## src/rtl/char_draw_sequencer_pkg.sv

```systemverilog
// Shared types and character FSM state codes for the player sprite sequencer.
// Also imported by the character FSM so both agree on lane/transit encoding.
package char_draw_sequencer_pkg;

    typedef enum logic [1:0] {
        INIT,
        IDLE,
        ERASE,
        DRAW
    } seqState_t;

    localparam logic [3:0] POS0 = 4'd0;
    localparam logic [3:0] POS1 = 4'd1;
    localparam logic [3:0] POS2 = 4'd2;
    localparam logic [3:0] POS3 = 4'd3;
    localparam logic [3:0] T01  = 4'd4;
    localparam logic [3:0] T10  = 4'd5;
    localparam logic [3:0] T12  = 4'd6;
    localparam logic [3:0] T21  = 4'd7;
    localparam logic [3:0] T23  = 4'd8;
    localparam logic [3:0] T32  = 4'd9;

endpackage

```

## src/rtl/char_draw_sequencer_scan.sv

```systemverilog
// Row-major pixel scan counter for one sprite box (px inner, py outer).
// Holds the coordinate of the next pixel to be emitted; wraps to 0 after the last.
module sprite_scan_counter #(
    parameter int W = 8,
    parameter int H = 8
) (
    input  logic       Clock,
    input  logic       Reset,
    input  logic       clear,
    input  logic       step,
    output logic [3:0] px,
    output logic [3:0] py,
    output logic       last
);

    assign last = (px == 4'(W - 1)) && (py == 4'(H - 1));

    always_ff @(posedge Clock or negedge Reset) begin
        if (!Reset) begin
            px <= '0;
            py <= '0;
        end else if (clear) begin
            px <= '0;
            py <= '0;
        end else if (step) begin
            if (px == 4'(W - 1)) begin
                px <= '0;
                py <= (py == 4'(H - 1)) ? 4'd0 : py + 4'd1;
            end else begin
                px <= px + 4'd1;
            end
        end
    end

endmodule

```

## src/rtl/char_draw_sequencer.sv

```systemverilog
// Drives the framebuffer write port for the player sprite: erase old lane, draw new.
// DoneDrawing stays low for the whole erase+draw so the character FSM holds its state.
module char_draw_sequencer
    import char_draw_sequencer_pkg::*;
#(
    parameter int          SPRITE_W    = 8,
    parameter int          SPRITE_H    = 8,
    parameter int          LANE_X0     = 16,
    parameter int          LANE_PITCH  = 40,
    parameter int          CHAR_Y      = 100,
    parameter logic [2:0]  CHAR_COLOUR = 3'b010,
    parameter logic [2:0]  BG_COLOUR   = 3'b000
) (
    input  logic       Clock,
    input  logic       Reset,
    input  logic [3:0] CurrState,
    output logic [7:0] VgaX,
    output logic [6:0] VgaY,
    output logic [2:0] VgaColour,
    output logic       VgaPlot,
    output logic       DoneDrawing
);

    seqState_t  state, nextState;
    logic [1:0] targetLane, nextTargetLane;
    logic [1:0] lastLane, nextLastLane;
    logic       lastValid, nextLastValid;
    logic       lastOut, nextLastOut;
    logic [7:0] nextX;
    logic [6:0] nextY;
    logic [2:0] nextColour;
    logic       nextPlot, nextDone;

    logic       trigger;
    logic       loadPix;
    logic [1:0] pixLane;
    logic [2:0] pixColour;
    logic       scanClear, scanStep;
    logic [3:0] px, py;
    logic       scanLast;

    sprite_scan_counter #(
        .W(SPRITE_W),
        .H(SPRITE_H)
    ) scan (
        .Clock(Clock),
        .Reset(Reset),
        .clear(scanClear),
        .step (scanStep),
        .px   (px),
        .py   (py),
        .last (scanLast)
    );

    function automatic logic [7:0] laneBase(input logic [1:0] lane);
        logic [7:0] offset;
        offset = 8'(lane) * 8'(LANE_PITCH);
        return 8'(LANE_X0) + offset;
    endfunction

    assign trigger = (state == IDLE) && (CurrState <= POS3) &&
                     (!lastValid || (CurrState[1:0] != lastLane));

    always_comb begin
        nextState      = state;
        nextTargetLane = targetLane;
        nextLastLane   = lastLane;
        nextLastValid  = lastValid;
        nextLastOut    = lastOut;
        nextX          = VgaX;
        nextY          = VgaY;
        nextColour     = VgaColour;
        nextPlot       = 1'b0;
        nextDone       = DoneDrawing;
        loadPix        = 1'b0;
        pixLane        = targetLane;
        pixColour      = CHAR_COLOUR;
        scanClear      = 1'b0;
        scanStep       = 1'b0;

        unique case (state)
            INIT: begin
                nextState      = DRAW;
                nextTargetLane = 2'd0;
                pixLane        = 2'd0;
                loadPix        = 1'b1;
            end
            IDLE: begin
                nextDone = 1'b1;
                if (trigger) begin
                    nextTargetLane = CurrState[1:0];
                    loadPix        = 1'b1;
                    if (lastValid) begin
                        nextState = ERASE;
                        pixLane   = lastLane;
                        pixColour = BG_COLOUR;
                    end else begin
                        nextState = DRAW;
                        pixLane   = CurrState[1:0];
                    end
                end else begin
                    scanClear = 1'b1;
                end
            end
            ERASE: begin
                loadPix = 1'b1;
                if (lastOut) begin
                    nextState = DRAW;
                end else begin
                    pixLane   = lastLane;
                    pixColour = BG_COLOUR;
                end
            end
            DRAW: begin
                if (lastOut) begin
                    nextState     = IDLE;
                    nextDone      = 1'b1;
                    nextLastLane  = targetLane;
                    nextLastValid = 1'b1;
                    scanClear     = 1'b1;
                end else begin
                    loadPix = 1'b1;
                end
            end
            default: nextState = INIT;
        endcase

        // Emit the counter's pending pixel and advance the scan in the same edge
        if (loadPix) begin
            nextX       = laneBase(pixLane) + {4'b0, px};
            nextY       = 7'(CHAR_Y) + {3'b0, py};
            nextColour  = pixColour;
            nextPlot    = 1'b1;
            nextDone    = 1'b0;
            nextLastOut = scanLast;
            scanStep    = 1'b1;
        end
    end

    always_ff @(posedge Clock or negedge Reset) begin
        if (!Reset) begin
            state       <= INIT;
            targetLane  <= '0;
            lastLane    <= '0;
            lastValid   <= 1'b0;
            lastOut     <= 1'b0;
            VgaX        <= '0;
            VgaY        <= '0;
            VgaColour   <= '0;
            VgaPlot     <= 1'b0;
            DoneDrawing <= 1'b0;
        end else begin
            state       <= nextState;
            targetLane  <= nextTargetLane;
            lastLane    <= nextLastLane;
            lastValid   <= nextLastValid;
            lastOut     <= nextLastOut;
            VgaX        <= nextX;
            VgaY        <= nextY;
            VgaColour   <= nextColour;
            VgaPlot     <= nextPlot;
            DoneDrawing <= nextDone;
        end
    end

endmodule

```

## config.mk

```make
export PLATFORM = sky130hd
export DESIGN_NAME = char_draw_sequencer
export DESIGN_NICKNAME = d
export VERILOG_FILES = /design/src/rtl/char_draw_sequencer_pkg.sv /design/src/rtl/char_draw_sequencer_scan.sv /design/src/rtl/char_draw_sequencer.sv
export SDC_FILE = /design/constraint.sdc
export NUM_CORES = 1
export LEC_CHECK = 0
export BUFFER_PORTS_ARGS = -buffer_cell sky130_fd_sc_hd__buf_2
export CAP_MARGIN = 40
export CORE_ASPECT_RATIO = 0.9
export CORE_MARGIN = 4
export CORE_UTILIZATION = 43
export CTS_BUF_LIST = sky130_fd_sc_hd__clkbuf_16
export DETAILED_ROUTE_END_ITERATION = 6
export PLACE_DENSITY_LB_ADDON = 0.2
export SLEW_MARGIN = 10
export SYNTH_ARGS = -nofsm -noshare
export SYNTH_HDL_FRONTEND = slang
export SYNTH_SLANG_ARGS = --single-unit
```

## constraint.sdc

```tcl
create_clock -name Clock -period 3.3 [get_ports Clock]
set_input_delay 0.66 -clock Clock [delete_from_list [all_inputs] [get_ports Clock]]
set_output_delay 0.66 -clock Clock [all_outputs]
set_load 0.02 [all_outputs]
```

### Word-level counts from Yosys, hierarchy flattened

Cells that the tools add are included.

| storage, ports and cells | value |
|---|---|
| word-level logic and storage cells | 77 |
| register bits after elaboration | 36 |

| cells by class | value |
|---|---|
| multiply operators | 1 |
| equality and inequality tests | 10 |
| add/sub/neg operators | 5 |
| reductions and logical operators | 16 |
| mux-type cells | 32 |
| magnitude comparators | 1 |

Operators by type and width:

| operator | number |
|---|---|
| 4-bit two-way mux | 7 |
| 2-bit two-way mux | 10 |
| 4-bit by 1-bit adder with 4-bit output, second input constant | 2 |
| 5-bit by 8-bit adder with 8-bit output, first input constant | 1 |
| 8-bit by 4-bit adder with 8-bit output | 1 |
| 4-bit by 3-bit == test with 1-bit output, second input constant | 2 |
| 1-bit two-way mux | 8 |
| 2-bit case mux with 2 select lines | 2 |
| 2-bit case mux with 4 select lines | 1 |
| 2-bit AND reduction | 4 |
| 6-bit by 5-bit adder with 7-bit output, first input constant | 1 |
| 2-bit inequality test, second input constant | 3 |
| 2-bit case mux with 3 select lines | 1 |
| 2-bit nonzero test | 3 |
| 2-bit by 3-bit multiplier with 5-bit output, second input constant | 1 |
| 2-bit == test, second input constant | 2 |
| 4-bit by 2-bit <= comparator with 1-bit output, second input constant | 1 |
| 1-bit case mux with 2 select lines | 2 |
| 1-bit logical AND | 3 |
| 3-bit inequality test, second input constant | 1 |
| 1-bit case mux with 3 select lines | 1 |
| 3-bit AND reduction | 1 |
| 3-bit nonzero test | 1 |
| 2-bit by 1-bit == test with 1-bit output, second input constant | 1 |
| other kinds (5) | 5 |

### Depth between registers and ports, before layout

| logic depth | value |
|---|---|
| word-level depth | 8 |
| depth in mapped cells | 11 |
| gate-level depth less buffers | 11 |

### Modules after synthesis

A second synthesis with hierarchy kept.

| second synthesis, totals | value |
|---|---|
| cell total of the unflattened synthesis | 160 |
| area total of the unflattened synthesis | 1,765.4 µm² |

By module, submodules not included:

| module | area each (µm²) | sequential area each (µm²) | cells each | instances |
|---|---|---|---|---|
| char_draw_sequencer | 1,350.0 | 625.6 | 120 | 1 |
| sprite_scan_counter | 415.4 | 200.2 | 40 | 1 |

### Least setup slack after synthesis

Ideal clock, no wire load.

| timing path | value |
|---|---|
| path kind | input to register |
| start | input port CurrState[1] |
| end | register VgaX[5] |
| stages | 9 |
| slack | 933 ps |
| path buffers | 0 |
| library setup time | 83 ps |
| arrival time | 2,284 ps |
| path through | xnor2_1 > a311oi_4 > or2b_2 > o211ai_4 > ha_1 > inv_1 > ha_1 > xor2_1 > o21ai_0 |

| between the ends | value |
|---|---|
| cells in the longest elaborated chain, start to end | 8 |

Ends and longest elaborated chain:

| item | RTL line | source |
|---|---|---|
| start, declared | char_draw_sequencer.sv:16 | `input logic [3:0] CurrState,` |
| 4-bit by 2-bit <= comparator with 1-bit output or 2-bit inequality test (tied branches) | char_draw_sequencer.sv:61, char_draw_sequencer.sv:62 |  |
| 1-bit logical AND or 1-bit logical OR (tied branches) | char_draw_sequencer.sv:61, char_draw_sequencer.sv:62 |  |
| 1-bit logical AND | char_draw_sequencer.sv:61 | `assign trigger = (state == IDLE) && (CurrState <= POS3) &&` |
| 2-bit two-way mux | char_draw_sequencer.sv:90 | `if (trigger) begin` |
| 2-bit case mux with 3 select lines | char_draw_sequencer.sv:81 | `unique case (state)` |
| 2-bit by 3-bit multiplier with 5-bit output | char_draw_sequencer.sv:57 | `offset = 8'(lane) * 8'(LANE_PITCH);` |
| 5-bit by 8-bit adder with 8-bit output | char_draw_sequencer.sv:58 | `return 8'(LANE_X0) + offset;` |
| 8-bit by 4-bit adder with 8-bit output | char_draw_sequencer.sv:130 | `nextX = laneBase(pixLane) + {4'b0, px};` |
| end signal, assigned | char_draw_sequencer.sv:158 | `VgaX <= nextX;` |
| end, declared | char_draw_sequencer.sv:17 | `output logic [7:0] VgaX,` |

Parallel ways exist; a longest one is shown, timed or not.
A chain may end at the register's enable or synchronous reset.

### Worst setup path in the final report

| timing path | value |
|---|---|
| start | input port CurrState[0] |
| end | register VgaX[6] |

The elaborated chain is that of the path after synthesis.

==> out/qor.csv <==
metric,value,unit
final_common_cell,nand2_1,
top_usage_layer,met2,
track_usage,0.158,
die_w,74.6,um
fmax,0.395,GHz
max-cap-violations,0,
cts_tree,built,
path_max_fanout,22,
place_congestion,0.867,
cp-end-kind,flop,
tightest_slew,0.813,ns
cts_resized,0,
r2r_start,lastLane[0],
setup_violations,0,
skew,0.00233,ns
slew_headroom,0.453,
hold_buffers,0,
min_path_type,in2async,
cp-start-kind,input port,
slew_violations,0,
die_h,67.9,um
drt_iter0_markers,78,
gr-total-overflow,0,
placementRows,21,
synthDistinctLibCells,38,
power_density,839,nW/um2
dp_hpwl,2570,um
io_pins,26,
die-area,5070,um2
core-area,3780,um2
diodes,0,
insertion_delay,0.27,ns
wire_per_inst,13.9,um
fin_nets,223,
worstPathArrival,2.69,ns
grt_pass1_wl,6090,um
fin_crit_sh,0.768,
vias,1292,
grt_pass1_vias,1282,
outcome,completed,
cts_max_level,2,
clock_sinks,33,
grt_max_degree,34,
synth.avg_cell_area,9.48,um2
period_minus_slack,2.53,ns
drc,0,
synth.yosys.seq_area_share,0.481,
antenna_found_initial,0,
ant_nets,0,
wl,3530,um
fin_util,0.524,
ir_drop,0.495,mV
crit_start,CurrState[0],
hold_violations,0,
ys.warnings.count,0,
required,3.46,ns
grt_util_met2,0.241,
clk_path_buf_depth,2,
synthCells,181,
root_buffer,clkbuf_16,
grt_use_met1,0.213,
critical_path_class,in2reg,
portBuffers,23,
dr.pass1.iters,4,
cts_buffers,5,
syn_area,1720,um2
leakage,0.989,nW
ys_ff_latch,33,
grt_use_met3,0.0470,
timing.setup.tns,0,ns
layout-drive-gt1-share,0.188,
start_util,0.453,
viasPerCell,5.11,
syn2layout_area_growth,15.6,%
postCtsSetupBuffers,0,
final_cell_mix,"nand2_1 (48), dfrtp_1 (33), buf_2 (23), nor2_1 (12), o21ai_0 (12)",
clk_pin_slew,0.05,ns
rsz0062_at_grt,false,
-- where the power goes --
part	total (mW)	switching, mW	internal (mW)	leakage [nW]
Combinational	0.647	0.433	0.214	0.496
Sequential	0.588	0.0759	0.512	0.425
Clock	0.428	0.156	0.272	0.0687
Total	1.66	0.665	0.998	0.989
-- flip-flops by register name, indices dropped and copies added (netlist names) --
signal / flops
VgaColour: 1
scan.px: 4
scan.py: 4
state: 2
lastValid: 1
lastLane: 2
targetLane: 2
VgaY: 6
lastOut: 1
VgaX: 8
VgaPlot: 1
DoneDrawing: 1
-- kinds of logic (layout without fill, tap and decap cells) --
logic type                 Yosys count  count (layout)  synth area share
AOI/OAI and AO/OA                   32              32             0.131
adders and majority gates           11              11            0.0802
and+or+nand+nor                     82              82             0.214
muxes                                4               4            0.0255
buffers and inverters               14              39            0.0445
xor gates and xnor gates             4               4            0.0204
DFF                                 33              33             0.481
other                                1               2           0.00219
-- worst max-delay path, cell delays in order --
cell and delay [ns]:
buf_2 0.12, xnor2_1 0.16, a311oi_4 0.53, or2b_2 0.26, nand2_2 0.24, inv_1 0.36
o21ai_0 0.15, o22a_2 0.20
-- synthesized netlist by cell type (all sizes together) --
library cell / instances / area share
nor2b: 1 / 0.0036
and3: 2 / 0.0073
or2b: 1 / 0.0051
or3: 1 / 0.0036
o211ai: 1 / 0.012
inv: 8 / 0.018
nand3: 2 / 0.0058
a22oi: 1 / 0.0044
conb: 1 / 0.0022
o22ai: 1 / 0.0036
nor2: 13 / 0.030
mux2: 3 / 0.020
nand2b: 3 / 0.011
o21ai: 12 / 0.035
o31ai: 2 / 0.0088
ha: 11 / 0.080
or4: 1 / 0.0044
dfrtp: 33 / 0.48
nor3b: 1 / 0.0044
nand2: 49 / 0.11
buf: 6 / 0.027
xor2: 2 / 0.010
a21oi: 11 / 0.032
nor4: 1 / 0.0036
a22o: 1 / 0.0051
nand3b: 2 / 0.0088
nor3: 2 / 0.0058
o22a: 1 / 0.0058
and3b: 1 / 0.0051
xnor2: 2 / 0.010
a311oi: 2 / 0.024
mux2i: 1 / 0.0058
nand4: 2 / 0.0073
-- per-stage QoR --
| step | instance area (um2) | power (mW) | setup slack [ns] | instances | hold WS (ns) |
|---|---|---|---|---|---|
| 2_1_floorplan | 1720 | 1.08 | 0.933 | 182 | 0.364 |
| 3_3_place_gp | 1850 | 1.22 | 0.625 | 245 | 0.452 |
| 3_5_place_dp | 1850 | 1.24 | 0.499 | 245 | 0.464 |
| 4_1_cts | 1980 | 1.68 | 0.771 | 253 | 0.477 |
| 5_1_grt | 1980 | 1.80 | 0.579 | 253 | 0.499 |
| 6_report | 1980 | 1.66 | 0.767 | 253 | 0.450 |
-- area by class of cell --
cell class,count,area (um2)
Sequential cell,33,826
Clock buffer,5,125
Tap cell,46,57.6
Clock inverter,3,12.5
Fill cell,367,1800
Multi-Input combinational cell,135,817
Inverter,8,30.0
Timing Repair Buffer,23,115
-- per-layer routing --
metal,routed length [um],part of all wire
met4,33,0.0094
met5,0,0
met3,200,0.057
met1,1700,0.48
met2,1590,0.45
-- path summary, 6_finish.rpt --
path	to	slack (ns)	depth (start not counted)
setup / recovery	VgaX[6]	0.77	8
hold / removal	lastValid	0.45	1
setup reg to reg	VgaX[6]	0.84	7
hold reg to reg	VgaY[5]	0.47	1
max in group asynchronous	scan.py[3]	2.37	1
min in group Clock	VgaY[5]	0.47	1
Power figures use the tool's default switching activity.
